**config.mk**
```make
export PLATFORM = sky130hd
export DESIGN_NAME = seq_normalizer
export DESIGN_NICKNAME = d
export VERILOG_FILES = /design/src/rtl/shift_pkg.sv /design/src/rtl/seq_normalizer.sv
export SDC_FILE = /design/constraint.sdc
export NUM_CORES = 1
export LEC_CHECK = 0
export CAP_MARGIN = 0
export CORE_UTILIZATION = 35
export DETAILED_ROUTE_END_ITERATION = 8
export MAX_ROUTING_LAYER = met4
export PLACE_DENSITY = 0.67
export SYNTH_ARGS = -nofsm -noshare
export SYNTH_HDL_FRONTEND = slang
export SYNTH_SLANG_ARGS = --single-unit
```
**constraint.sdc**
```tcl
create_clock -name clk -period 1.2 [get_ports clk]
set_input_delay 0.3 -clock clk [delete_from_list [all_inputs] [get_ports clk]]
set_output_delay 0.3 -clock clk [all_outputs]
set_load 0.02 [all_outputs]
```
**src/rtl/shift_pkg.sv**
```systemverilog
// Shared constants for the shift datapath blocks: FSM state codes, shift
// direction and shift kind, used by the normalizer and the barrel shifter.
package shift_pkg;

  localparam logic [1:0] ST_IDLE  = 2'd0;
  localparam logic [1:0] ST_SHIFT = 2'd1;
  localparam logic [1:0] ST_DONE  = 2'd2;

  typedef enum logic [1:0] {
    StIdle  = ST_IDLE,
    StShift = ST_SHIFT,
    StDone  = ST_DONE
  } state_e;

  localparam logic DIR_LEFT  = 1'b0;
  localparam logic DIR_RIGHT = 1'b1;

  localparam logic SHIFT_LOGIC = 1'b0;
  localparam logic SHIFT_ARITH = 1'b1;

endpackage

```
**src/rtl/seq_normalizer.sv**
```systemverilog
// Multi-cycle left normalizer: shifts a word left one bit per cycle until its MSB
// is set, reporting the shift count so that data_in << shift_amount == data_out.
module seq_normalizer
  import shift_pkg::*;
#(
  parameter int unsigned WIDTH = 8,
  localparam int unsigned SAW = $clog2(WIDTH)
) (
  input  logic             clk,
  input  logic             rst,
  input  logic             in_valid,
  output logic             in_ready,
  input  logic [WIDTH-1:0] data_in,
  output logic             out_valid,
  input  logic             out_ready,
  output logic [WIDTH-1:0] data_out,
  output logic [SAW-1:0]   shift_amount,
  output logic             zero
);

  if (WIDTH < 2 || (WIDTH & (WIDTH - 1)) != 0) begin : gen_width_check
    $error("seq_normalizer: WIDTH must be a power of 2 and >= 2");
  end

  state_e           state_q, state_d;
  logic [WIDTH-1:0] work_q, work_d;
  logic [SAW-1:0]   cnt_q, cnt_d;
  logic             zero_q, zero_d;

  always_ff @(posedge clk) begin
    if (rst) begin
      state_q <= StIdle;
      work_q  <= '0;
      cnt_q   <= '0;
      zero_q  <= 1'b0;
    end else begin
      state_q <= state_d;
      work_q  <= work_d;
      cnt_q   <= cnt_d;
      zero_q  <= zero_d;
    end
  end

  always_comb begin
    state_d = state_q;
    work_d  = work_q;
    cnt_d   = cnt_q;
    zero_d  = zero_q;
    unique case (state_q)
      StIdle: begin
        if (in_valid) begin
          work_d  = data_in;
          cnt_d   = '0;
          zero_d  = (data_in == '0);
          state_d = StShift;
        end
      end
      StShift: begin
        // A nonzero word reaches MSB=1 within WIDTH-1 shifts, so cnt cannot wrap.
        if (work_q == '0 || work_q[WIDTH-1]) begin
          state_d = StDone;
        end else begin
          work_d = {work_q[WIDTH-2:0], 1'b0};
          cnt_d  = cnt_q + SAW'(1);
        end
      end
      StDone: begin
        if (out_ready) begin
          state_d = StIdle;
        end
      end
      default: state_d = StIdle;
    endcase
  end

  // Outputs come straight from registers; work is frozen outside SHIFT.
  assign in_ready     = (state_q == StIdle);
  assign out_valid    = (state_q == StDone);
  assign data_out     = work_q;
  assign shift_amount = cnt_q;
  assign zero         = zero_q;

endmodule

```
== Yosys cells after proc, flatten, opt, wreduce, memory -nomap -nowiden ==
Index checks and enable logic that the tools add are counted.

* Word-level logic and storage cells: 29
* Output and inout port bits: 14
* Bits of input ports: 12
* Bits in registers: 14

* Equality and inequality tests: 6
* Multiplexer cells: 10
* Add/sub/neg operators: 1
* Reduce and logical (&&, ||, !) cells: 8

{| class="wikitable"
|+ Operators by type and width
! kind !! count
|-
| $logic_not 8->1 || 2
|-
| $mux 8 || 2
|-
| $pmux 8 s2 || 1
|-
| $mux 2 || 3
|-
| $mux 3 || 2
|-
| $ne 2x2->1 const B || 3
|-
| $pmux 2 s3 || 1
|-
| $pmux 3 s2 || 1
|-
| $reduce_and 3->1 || 2
|-
| $add 3x1->3 const B || 1
|-
| $eq 2x1->1 const B || 1
|-
| $eq 2x2->1 const B || 1
|-
| $logic_not 2->1 || 1
|-
| $ne 2x1->1 const B || 1
|-
| $reduce_and 2->1 || 1
|-
| $reduce_bool 2->1 || 1
|-
| $logic_or 1x1->1 || 1
|}

== Depth between registers and ports, before layout ==
* Depth in word-level cells: 4
* Depth in mapped cells: 5
* Gate-level depth less buffers: 4

== Least setup slack after synthesis ==
No wires, ideal clock.

* Path type: register to register
* Start: reg work_q[0] (netlist: data_out[0])
* End: reg work_q[3] (netlist: data_out[3])
* Data required time: 1.063 ns
* Arrival time: 1.251 ns
* Library setup time: 0.137 ns
* Path buffers: 1
* Cell stages (with the launch flop): 6
* Slack: -0.188 ns
* Clock period less this slack: 1.388 ns
* Path through: dfxtp_1 nor3_1 a211oi_2 nand2b_4 buf_6 a211oi_2

* Cells in the longest elaborated chain, start to end: 4

{| class="wikitable"
|+ Ends and longest elaborated chain
! element !! line !! RTL
|-
| start, declared || seq_normalizer.sv:26 || <nowiki>logic [WIDTH-1:0] work_q, work_d;</nowiki>
|-
| start signal, assigned || seq_normalizer.sv:38 || <nowiki>work_q <= work_d;</nowiki>
|-
| $logic_not 8->1 || seq_normalizer.sv:60 || <nowiki>if (work_q == '0 || work_q[WIDTH-1]) begin</nowiki>
|-
| $logic_or 1x1->1 || seq_normalizer.sv:60 ||
|-
| $ne 2x2->1 (no line) || n/a ||
|-
| $reduce_and 3->1 (no line) || n/a ||
|}

Every way passes these cells.
A chain may end at the register's enable or synchronous reset.

== Final worst setup path ==
* Start: reg work_q[6] (netlist: data_out[6])
* End: reg work_q[2] (netlist: data_out[2])

Same word-level chain as after synthesis.

==> results.md <==
- Status: complete, but fails checks
- Failing checks: negative setup slack
- Fin worst setup slack: -0.1324 ns
- Clock Skew: 0.005705 ns
- Critical path data required time: 1.40 ns
- Layout area overhead: 84.73%
- Largest net degree at the start of global routing: 9
- GR Util met2: 0.3653
- Fin nets: 147
- CTS tree: yes
- CTS clk-pin slew, worst paths: 0.09 ns
- H-tree depth: 1
- Met3 Use GR: 0.04444
- Pwr dens: 1325 nW/µm²
- Yosys warnings: 0
- Worst Hold Launch: zero$_SDFFE_PP0P_
- Post-synthesis sequential area ratio: 0.3758
- Worst-skew pair later-pin latency: 0.28 ns
- Most frequent cells in the layout: 24 x buf_4, 11 x clkdlybuf4s50_1, 11 x buf_2
- Mean Syn Cell Area: 9.560 µm²
- CP Class: reg2reg
- Endpoints failing setup: 15
- Post-synth EDFFs: 0
- Worst Path Max Fanout: 8
- Yosys reg bits: 14
- Gr busiest metal: met2
- Tightest Pin Transition: 0.4633 ns
- Total wire length: 2331 µm
- Final Cycle Share: 1.110
- Fraction of layout cells with a size suffix above 1: 0.6316
- Die width: 48.16 µm
- Global Route met1 Usage: 0.2948
- Max cap viols: 0
- CTS buffer count: 3
- Buffers from clock root to sink, at most: 2
- HP Class: reg2reg
- Vias in the first global route: 767
- Cts hold-fix bufs: 0
- Post-detailed-route via-to-cell ratio: 5.031
- Finished Cell Area: 1378 µm²
- Delay-heaviest family, CP: simple AND/OR/NAND/NOR gates
- Launch point of the worst path: data_out[6]$_SDFFE_PP0P_
- Synthesized cell area: 745.7 µm²
- Crit-path max cell delay: 0.36 ns
- Detailed Route Iter0 Violations: 10
- First drt pass iteration count: 4
- Antenna viol nets, final: 0
- Global-route wire length before repair: 3484 µm
- Number of distinct library cells after synthesis: 25
- Top FF cell, synth: dfxtp_1
- IO Port Bufs: 25
- Starting Density: 0.3763
- Hpwl dp: 1669 µm
- Routed wire per std cell: 14.57 µm
- DR vias: 805
- DP Worst Slack: -0.2509 ns
- Worst EP arrival: 1.53 ns
- Post-DP Area: 1266 µm²
- FF-to-FF Start: data_out[6]$_SDFFE_PP0P_
- IO Pins: 26
- Startpoint Class: flop
- Core box area: 1982 µm²
- Routability cong.: 0.8138
- Global route overflow: 0
- Core Rows: 16
- Slew Limit Fails: 0
- Slew HR: 0.6883
- Min Clock Period, post-route: 1.332 ns
- Inserted Diodes: 0
- Syn_nets: 91
- Fmax: 0.7505 GHz
- CP bufs+invs: 0
- Fin. Hold Viols: 0
- Initial antenna violation count: 0
- Post-Syn Instances: 78
- CP cell instances: nor4_4 > a211oi_4 > nand2b_4 > a211oi_2
- Die area: 2319 µm²
- GRT Total Usage: 0.2322
- Fin Hold WS: 0.4792 ns
- Critical path endpoint category: flop
- Root buffer cell: clkbuf_4
- Maximum VDD drop: 0.8481 mV
- RSZ-0062 raised after global routing: true
- Leakage power: 0.5922 nW
- Remaining DRCs: 0
- Die extent in y: 48.16 µm
- Most common cell after layout, fill and taps aside: buf_4
- Async S/R FF share, synth: 0
- TritonCTS Sinks: 14
- Slowest stage cell, crit path: dfxtp_4
[sequential cells by signal, indices dropped and copies added (netlist names)]
name          flops
zero              1
shift_amount      3
state_q           2
data_out          8
[synthesized netlist by cell type, types with 2 or more instances]
cell type	count	area, µm²
nand3b_1	5	37.54
mux2i_1	6	60.06
nand2b_1	2	12.51
buf_6	2	22.52
dfxtp_1	14	280.3
and2b_1	2	15.01
a31oi_1	2	12.51
nor3_1	7	35.03
nor2_1	4	15.01
nand2b_4	2	27.53
buf_2	2	10.01
nand2_1	7	26.28
a21oi_1	4	20.02
nor4_1	2	12.51
a211oi_2	7	87.58
[worst reg2reg max path: stages, from the launching register on]
cell,delay (ns)
dfxtp_4,0.36
nor4_4,0.33
a211oi_4,0.12
nand2b_4,0.21
a211oi_2,0.23
[power breakdown]
part,total [mW],switching (mW),internal [mW]
registers,0.609,0.0690,0.540
logic,0.878,0.414,0.464
clock network,0.338,0.154,0.185
[logic make-up (layout without fill, tap and decap cells)]
group	Yosys count	after routing	synth area share
buffers and inverters	6	61	0.05368
AOI/OAI and AO/OA	16	16	0.1896
and+or+nand+nor	35	35	0.2836
muxes	6	6	0.08054
adders and majority gates	1	1	0.01678
DFF	14	14	0.3758
[timing repair]
item,in CTS,in global routing
gates resized for setup,62,19
pin swaps,5,5
endpoints found under the setup margin,27,21
setup buffers,3,3
[path summary, 6_finish.rpt]
check                             endpoint  slack (ns)  depth (start not counted)
setup / recovery  data_out[2]$_SDFFE_PP0P_       -0.13                          4
hold / removal           zero$_SDFFE_PP0P_        0.48                          2
setup reg to reg  data_out[2]$_SDFFE_PP0P_       -0.13                          4
hold reg to reg          zero$_SDFFE_PP0P_        0.48                          2
[per-layer routing]
layer  routed length, µm  vias to the layer above
met1                1010                      396
li1                    -                      394
met4                  19                        0
met3                  57                        3
met5                   0                        -
met2                1243                       12
[layout make-up]
cell class	count	area, µm²
Timing Repair Buffer	56	469.2
Sequential cell	14	304.0
Multi-Input combinational cell	58	530.5
Clock buffer	4	36.28
Fill cell	148	604.3
Tap cell	27	33.78
Inverter	1	3.754
[stage by stage]
step | utilization | std cells | total power [mW] | setup TNS [ns]
after floorplan | - | 78 | 1.046 | -0.7212
final | 0.6951 | 160 | 1.826 | -1.454
after CTS | 0.6755 | 157 | 1.788 | -1.515
after detailed placement | 0.6389 | 150 | 1.415 | -3.736
after global placement | 0.6389 | 150 | 1.396 | -3.370
after global routing | 0.6951 | 160 | 1.926 | -2.522
Note: power is estimated with default switching activity, not from simulation.
